$ cat config.mk
export PLATFORM = sky130hd
export DESIGN_NAME = apple_placer
export DESIGN_NICKNAME = d
export VERILOG_FILES = /design/src/rtl/apple_placer.sv
export SDC_FILE = /design/constraint.sdc
export NUM_CORES = 1
export LEC_CHECK = 0
export ABC_AREA = 1
export ABC_CLOCK_PERIOD_IN_PS = 8400
export CORE_MARGIN = 10
export CORE_UTILIZATION = 45
export DETAILED_ROUTE_END_ITERATION = 10
export PLACE_DENSITY_LB_ADDON = 0.25
export SYNTH_ARGS = -nofsm -noshare
export SYNTH_HDL_FRONTEND = slang
export SYNTH_SLANG_ARGS = --single-unit
$ cat constraint.sdc
create_clock -name clk -period 8.4 [get_ports clk]
set_clock_uncertainty 0.15 [all_clocks]
set_input_delay 1.26 -clock clk [delete_from_list [all_inputs] [get_ports clk]]
set_output_delay 1.26 -clock clk [all_outputs]
set_load 0.01 [all_outputs]
$ cat src/rtl/apple_placer.sv
// apple_placer: picks a pseudo-random empty playfield cell for the next apple.
// Snapshots the field on request and scans it one cell per clock.
module apple_placer #(
    parameter int          SIZE_X    = 10,
    parameter int          SIZE_Y    = 10,
    parameter logic [15:0] LFSR_SEED = 16'hACE1,
    localparam int         N         = SIZE_X * SIZE_Y,
    localparam int         IW        = $clog2(N),
    localparam int         XW        = $clog2(SIZE_X),
    localparam int         YW        = $clog2(SIZE_Y)
) (
    input  logic           clk,
    input  logic           rst,
    input  logic           req,
    input  logic [2*N-1:0] field,
    input  logic [15:0]    empty_cells,
    output logic           busy,
    output logic           done,
    output logic           found,
    output logic [IW-1:0]  apple_idx,
    output logic [XW-1:0]  apple_x,
    output logic [YW-1:0]  apple_y
);

    localparam logic [1:0] S_IDLE = 2'd0;
    localparam logic [1:0] S_SCAN = 2'd1;
    localparam logic [1:0] S_DONE = 2'd2;

    localparam logic [IW-1:0] LAST_IDX = IW'(N - 1);
    localparam logic [XW-1:0] LAST_X   = XW'(SIZE_X - 1);

    logic [1:0]     state;
    logic [15:0]    lfsr;
    logic [15:0]    lfsr_next;
    logic [2*N-1:0] snap;
    logic [15:0]    target;
    logic [15:0]    target_next;
    logic [15:0]    cnt;
    logic [IW-1:0]  idx;
    logic [XW-1:0]  x;
    logic [YW-1:0]  y;
    logic           cell_empty;

    // Galois step: shift right, fold taps in when the outgoing bit is 1
    assign lfsr_next = lfsr[0] ? ({1'b0, lfsr[15:1]} ^ 16'hB400)
                               : {1'b0, lfsr[15:1]};

    // Scale the LFSR value into the range [0, empty_cells)
    assign target_next = 16'(({16'b0, lfsr} * {16'b0, empty_cells}) >> 16);

    // The snapshot shifts down as the scan advances, so the current cell is always in bits [1:0]
    assign cell_empty = (snap[1:0] == 2'b00);

    assign busy = (state != S_IDLE);
    assign done = (state == S_DONE);

    always_ff @(posedge clk) begin
        if (rst) begin
            state     <= S_IDLE;
            lfsr      <= LFSR_SEED;
            snap      <= '0;
            target    <= '0;
            cnt       <= '0;
            idx       <= '0;
            x         <= '0;
            y         <= '0;
            found     <= 1'b0;
            apple_idx <= '0;
            apple_x   <= '0;
            apple_y   <= '0;
        end else begin
            lfsr <= lfsr_next;
            case (state)
                S_IDLE: begin
                    if (req) begin
                        snap   <= field;
                        target <= target_next;
                        cnt    <= '0;
                        idx    <= '0;
                        x      <= '0;
                        y      <= '0;
                        if (empty_cells == 16'd0) begin
                            found <= 1'b0;
                            state <= S_DONE;
                        end else begin
                            state <= S_SCAN;
                        end
                    end
                end
                S_SCAN: begin
                    if (cell_empty && cnt == target) begin
                        apple_idx <= idx;
                        apple_x   <= x;
                        apple_y   <= y;
                        found     <= 1'b1;
                        state     <= S_DONE;
                    end else begin
                        if (cell_empty) begin
                            cnt <= cnt + 16'd1;
                        end
                        if (idx == LAST_IDX) begin
                            found <= 1'b0;
                            state <= S_DONE;
                        end else begin
                            idx  <= idx + IW'(1);
                            snap <= snap >> 2;
                            if (x == LAST_X) begin
                                x <= '0;
                                y <= y + YW'(1);
                            end else begin
                                x <= x + XW'(1);
                            end
                        end
                    end
                end
                S_DONE: begin
                    state <= S_IDLE;
                end
                default: begin
                    state <= S_IDLE;
                end
            endcase
        end
    end

endmodule

==> results of run 1 <==
## per-layer routing
metal	part of all wire [%]	vias to the layer above	wire, µm
met5	0.046	-	28
met4	1.7	4	1035
met3	6.5	68	3940
met2	46	400	28070
met1	45	9062	27400
li1	-	10031	-
## power by group
group	total [mW]	internal, mW	leakage (nW)	switching, mW
Combinational	5.89	2.12	10.1	3.77
Clock	1.45	0.865	0.536	0.588
Sequential	1.67	1.54	2.32	0.135
Total	9.01	4.52	13.0	4.50
## synthesized netlist by cell type (3+ instances only)
library cell  count  share of area, %
nor3_1           23              0.53
buf_4            15              0.51
xnor2_1          12              0.48
dfxtp_1         281                26
buf_1             7              0.12
fa_1            193                18
o21bai_1          4              0.14
a21o_1            3              0.10
buf_6            13              0.67
buf_2            20              0.46
inv_1           426               7.3
o21ai_0         144               3.3
ha_1            106               6.1
nand2_1        1051                18
o21ai_1         106               2.4
or2_2             7              0.20
clkbuf_1        141               2.4
nor4_1            4              0.11
nand3_1          69               1.6
nor2_1          525               9.0
inv_2             7              0.12
a21oi_1          82               1.9
nand4_1           8              0.23
xor2_1           17              0.68
## worst min-delay path by stage
stage                           end  slack [ns]  depth (start not counted)      start
after floorplan           snap[198]        0.29                          2  snap[198]
after global placement    snap[199]        0.31                          2  snap[199]
after detailed placement  snap[198]        0.31                          2  snap[198]
after CTS                 snap[198]        0.32                          2  snap[198]
after global routing      snap[199]        0.36                          2  snap[199]
final                     snap[199]        0.32                          2  snap[199]
## worst register-to-register path, delay by kind of cell (launching register included)
| family | cells | cell delay [ns] |
|---|---|---|
| compound gates | 1 | 0.32 |
| fa+ha+maj | 7 | 3.39 |
| buf+inv | 6 | 0.30 |
| flops | 1 | 1.01 |
| simple gates | 9 | 0.93 |
## cell families (layout without fill, tap and decap cells)
logic type / count (synthesis) / after routing / synth area share (%)
compound gates: 345 / 345 / 8.011
xor+xnor: 29 / 29 / 1.159
fa+ha+maj: 299 / 299 / 23.68
buf+inv: 629 / 740 / 11.59
flops: 281 / 281 / 25.67
other cells: 0 / 5 / 0
simple gates: 1695 / 1695 / 29.88
## final cells by class
type	count	area share, %
diodes	5	0.04933
clock buffers	37	3.305
clock inverters	20	0.9668
inverters	433	6.467
multi-input cells	2368	54.29
flip-flops and latches	281	22.18
well taps	615	3.034
repair buffers	250	9.707
## state kept, by name, indices dropped and copies added (netlist names), 2 cells and up
register   flops
x              4
apple_x        4
apple_y        4
apple_idx      7
y              4
idx            7
cnt           16
state          2
target        16
lfsr          16
snap         200
## layout by cell type, fill, tap and decap left out, types with 23 or more instances in the layout
cell	instances
nand2_1	1050
nor2_1	524
inv_1	425
dfxtp_1	281
clkdlybuf4s50_1	235
fa_1	193
o21ai_0	144
o21ai_1	106
ha_1	106
a21oi_1	82
nand3_1	69
clkbuf_16	31
nor3_1	23
## per-stage QoR
| step | setup WS (ns) | power (mW) | std cells | cell area (µm²) | utilization (%) |
|---|---|---|---|---|---|
| global placement | 1.088 | 7.496 | 3947 | 24270 | 50.62 |
| CTS | 1.658 | 9.021 | 4004 | 25350 | 52.88 |
| global route | 1.265 | 10.02 | 4007 | 25360 | 52.89 |
| floorplan | 2.008 | 5.938 | 3278 | 21910 | - |
| detailed placement | 1.058 | 7.489 | 3947 | 24270 | 50.62 |
| finish | 1.549 | 9.012 | 4009 | 25370 | 52.90 |
==> flow_summary_export.csv, run 1 <==
group,metric,value,unit
synth,postSynthCellCount,3278,
sta,final_max_slew_viol_count,0,
setup_path,crit_buf_inv,7,
routing,drtIter0Drc,1257,
global_routing,grt_usage,20.79,%
floorplanning,fp-row-count,80,
final_layout,area_delta_synth_final,15.75,%
floorplanning,core_area,47950,µm²
setup_path,r2r_start,"lfsr[7]",
clocking,cts-root-buf,"clkbuf_16",
sta,final_hold_viol_count,0,
setup_path,cp_slowest_stage_delay,1.00,ns
routing,vias_per_cell,4.880,
floorplanning,die_height,240.7,µm
synth,synth.avg_cell_area,6.685,µm²
global_routing,gr-total-overflow,0,
setup_path,cp.depth,24,
place,io_buffers,236,
routing,wirelength,60470,µm
global_routing,grt_pass1_vias,19184,
sta,worst_pin_slew,1.060,ns
final_layout,drive_above_1_share,2.715,%
clocking,h-tree-depth,1,
clocking,cts_setup_buffers,0,
sta,setup_viol,0,
routing,final_antenna_net_count,0,
global_routing,busiest_layer,"met2",
setup_path,reg2reg_slack,2.21,ns
status,status,"complete, no violations",
global_routing,antenna_found_initial,5,
synth,ys_warn_count,0,
setup_path,worst-setup-path-type,"input pin to register",
final_layout,regArea,5625,µm²
sta,max_freq,146.0,MHz
setup_path,crit_end,"target[11]",
clocking,cts_resized,0,
setup_path,path_max_fanout,17,
synth,yosysUniqueCellTypes,35,
clocking,clkSlewWorstSetupHoldPaths,0.06,ns
power,ir_drop,0.3979,mV
clocking,clock_latency,0.58,ns
final_layout,fillerInstances,4758,
synth,ys.flop_type,"dfxtp_1",
floorplanning,die-area,57920,µm²
global_routing,grt.met2_usage,34.13,%
setup_path,required,8.71,ns
floorplanning,ioPinCount,237,
place,gp_congestion,0.8892,
setup_path,cp-start-kind,"input pin",
routing,remaining_drc_errors,0,
routing,via_count,19565,
power,p_leak,12.99,nW
sta,tns,0,ns
setup_path,cpLargestDelayFamily,"adder cells",
synth,ys_seq_area_share,25.67,%
final_layout,multi_input_area,13770,µm²
synth,synth-edff-count,0,
sta,max_slew_margin,29.25,%
worst_hold_path,min_path_type,"register to register",
synth,synth_area,21910,µm²
setup_path,critPathLaunch,"empty_cells[7]",
setup_path,cp_slowest_cell,"clkdlybuf4s50_1",
synth,synth_fp_nets,3796,
clocking,numCtsBuffers,31,
setup_path,cp_cell_sequence,"clkdlybuf4s50_1 > nand2_1 > fa_1 > inv_1 > fa_1 > inv_1 > fa_1 > inv_1 > fa_1 > fa_1 > inv_1 > fa_1 > inv_1 > ha_1 > nand2_1 > o21ai_0 > nand2_1 > nand2_1 > nand2_1 > and2_1 > nand3_1 > nand3_1 > nand2_1 > inv_1",
synth,synth-seq-cells,281,
setup_path,cp-end-kind,"register",
setup_path,reg2reg_to,"target[11]",
global_routing,grt.met1_usage,27.44,%
setup_path,crit_arrival,7.16,ns
floorplanning,initial_core_util,45.70,%
floorplanning,dieWidth,240.7,µm
place,hpwl,42100,µm
power,power.density,355.3,nW/µm²
global_routing,grt_max_degree,121,
run,maxCapViolCount,0,
clocking,cts_sinks,281,
clocking,tritoncts,"done",
routing,dr.pass1.iters,5,
sta,hold_ws,0.3156,ns
sta,period_share,81.56,%
global_routing,grt_pass1_wl,99340,µm
clocking,cts_buffer_depth,3,
sta,post-route-min-period,6.851,ns
global_routing,met3_usage,4.722,%
synth,ys_async_sr_fraction,0,%
setup_path,worstRegToRegCells,23,
sta,rsz0062_at_grt,"no",
final_layout,fin_nets,3883,
clocking,cts_hold_buf,0,
routing,routedWlPerCell,15.08,µm
Power figures use the tool's default switching activity.
==> run 2, diff against run 1 <==
--- a/config.mk
+++ b/config.mk
@@ -6,7 +6,7 @@
 export NUM_CORES = 1
 export LEC_CHECK = 0
 export ABC_AREA = 1
-export ABC_CLOCK_PERIOD_IN_PS = 8400
+export ABC_CLOCK_PERIOD_IN_PS = 7100
 export CORE_MARGIN = 10
 export CORE_UTILIZATION = 45
 export DETAILED_ROUTE_END_ITERATION = 10
==> constraint.sdc (replaced) <==
create_clock -name clk -period 7.1 [get_ports clk]
set_clock_uncertainty 0.15 [all_clocks]
set_input_delay 1.065 -clock clk [delete_from_list [all_inputs] [get_ports clk]]
set_output_delay 1.065 -clock clk [all_outputs]
set_load 0.01 [all_outputs]
==> run 2 against run 1 <==
  * Clock power grew 24%
  * Worst hold slack worse by 0.019 ns
  * Global-route usage grew 0.30 points
  * Sequential share of layout area is 0.26 points lower
  * Largest power group unchanged
==> flow_summary_export.csv, run 2 (synthesis gave the netlist of run 1 again) <==
group,metric,value,unit
clocking,h-tree-depth,2,
clocking,clock_latency,0.54,ns
routing,remaining_drc_errors,0,
clocking,cts_buffer_depth,3,
sta,worst_pin_slew,1.110,ns
sta,setup_viol,0,
clocking,cts_setup_buffers,0,
global_routing,grt_pass1_wl,100200,µm
place,gp_congestion,0.9450,
sta,max_slew_margin,26.03,%
setup_path,worst-setup-path-type,"input pin to register",
power,sw_frac_of_total,49.59,%
sta,final_max_slew_viol_count,0,
final_layout,fin_nets,3916,
clocking,cts_hold_buf,0,
clocking,tritoncts,"done",
final_layout,regArea,5625,µm²
global_routing,gr-total-overflow,0,
clocking,cts_resized,0,
global_routing,grt_pass1_vias,19394,
final_layout,final_cell_mix,"1050 x nand2_1, 524 x nor2_1, 425 x inv_1",
power,clockPowerShare,16.8,%
routing,dr.pass1.iters,7,
sta,tns,0,ns
final_layout,stdcell_area,25660,µm²
power,power.density,417.9,nW/µm²
power,ir_drop,0.5801,mV
sta,post-route-min-period,6.499,ns
final_layout,multi_input_area,13770,µm²
routing,routedWlPerCell,15.09,µm
sta,period_share,91.53,%
power,switchingPower,5.318,mW
global_routing,grt_usage,21.09,%
worst_hold_path,min_path_type,"register to register",
routing,final_antenna_net_count,0,
floorplanning,fp-row-count,80,
sta,max_freq,153.9,MHz
routing,drtIter0Drc,1421,
global_routing,grt_max_degree,159,
final_layout,mostFrequentLayoutCell,"nand2_1",
routing,wirelength,60990,µm
final_layout,area_delta_synth_final,17.10,%
power,p_seq_share,18.3,%
run,maxCapViolCount,0,
setup_path,cp-start-kind,"input pin",
status,status,"complete, no violations",
final_layout,fillerInstances,4765,
floorplanning,core_area,47950,µm²
power,intPower,5.406,mW
setup_path,path_max_fanout,12,
floorplanning,dieWidth,240.7,µm
final_layout,fin_cells,4041,
routing,via_count,19866,
routing,vias_per_cell,4.916,
final_layout,regMostFlops,"snap",
power,p_leak,13.17,nW
place,placed_area,24510,µm²
clocking,cts_sinks,281,
power,p_comb_share,64.9,%
sta,final_hold_viol_count,0,
floorplanning,die_height,240.7,µm
sta,hold_ws,0.2968,ns
setup_path,critPathLaunch,"empty_cells[9]",
setup_path,required,7.39,ns
setup_path,crit_arrival,6.79,ns
place,io_buffers,236,
clocking,numCtsBuffers,34,
floorplanning,ioPinCount,237,
floorplanning,die-area,57920,µm²
global_routing,antenna_found_initial,5,
clocking,cts-root-buf,"clkbuf_16",
clocking,clkSlewWorstSetupHoldPaths,0.06,ns
setup_path,cp-end-kind,"register",
final_layout,drive_above_1_share,3.508,%
setup_path,r2r_start,"lfsr[12]",
final_layout,largest_reg_flops,200,
worst_hold_path,hold_start,"lfsr[7]",
place,hpwl,43610,µm
sta,rsz0062_at_grt,"no",
floorplanning,initial_core_util,45.70,%
place,post-place-cells,3977,
==> run 2: layer usage <==
metal | vias up | global-route usage [%] | share of wire, %
li1 | 10121 | - | -
met1 | 9239 | 27.50 | 45
met2 | 433 | 33.76 | 46
met3 | 73 | 5.920 | 7.3
met4 | 0 | 5.560 | 2.1
met5 | - | 0 | 0
==> run 2: power groups by stage <==
stage	Clock (mW)	Combinational [mW]	Sequential, mW
global placement	0	6.88	1.99
floorplan	0	5.09	1.94
CTS	1.84	6.95	1.96
finish	1.80	6.96	1.96
detailed placement	0	6.85	1.99
global route	1.91	8.09	1.99
==> run 2: through the flow <==
stage	setup slack, ns	util, %	power, mW
finish	0.6012	53.52	10.72
global route	0.3342	53.52	11.98
CTS	0.7139	53.49	10.75
detailed placement	0.1652	51.11	8.840
global placement	0.1933	51.11	8.861
floorplan	0.9030	-	7.025
==> run 2: worst paths after layout <==
kind	endpoint	slack, ns	cells after the start
hold reg to reg	lfsr[6]	0.30	1
setup reg to reg	target[12]	1.01	21
hold / removal	lfsr[6]	0.30	1
setup / recovery	target[12]	0.60	22
==> run 2: critical path, cell delays in order <==
cell             delay [ns]
clkdlybuf4s50_1        0.84
nand2_1                0.16
fa_1                   0.44
fa_1                   0.54
inv_1                  0.05
fa_1                   0.57
fa_1                   0.43
fa_1                   0.50
inv_1                  0.05
fa_1                   0.50
inv_1                  0.05
ha_1                   0.35
a21oi_1                0.30
o21ai_0                0.22
a21oi_1                0.22
nor2_1                 0.06
nor2_1                 0.12
nand2_1                0.07
nand2_1                0.06
nand3_1                0.06
nand2_1                0.08
inv_1                  0.03
==> run 2: layout make-up <==
cell class              count  share of cell area (%)
multi-input cells        2368                   53.67
inverters                 433                   6.392
repair buffers            280                   10.52
clock buffers              49                   3.930
diodes                      5                 0.04876
clock inverters            10                  0.5168
flip-flops and latches    281                   21.92
well taps                 615                   2.999
==> run 3, diff against run 2 <==
--- a/config.mk
+++ b/config.mk
@@ -9,6 +9,7 @@
 export ABC_CLOCK_PERIOD_IN_PS = 7100
 export CORE_MARGIN = 10
 export CORE_UTILIZATION = 45
+export CTS_CLUSTER_DIAMETER = 120
 export DETAILED_ROUTE_END_ITERATION = 10
 export PLACE_DENSITY_LB_ADDON = 0.25
 export SYNTH_ARGS = -nofsm -noshare
==> results of run 3 <==
Final layout, timing and power as in run 2 (identical DEF).
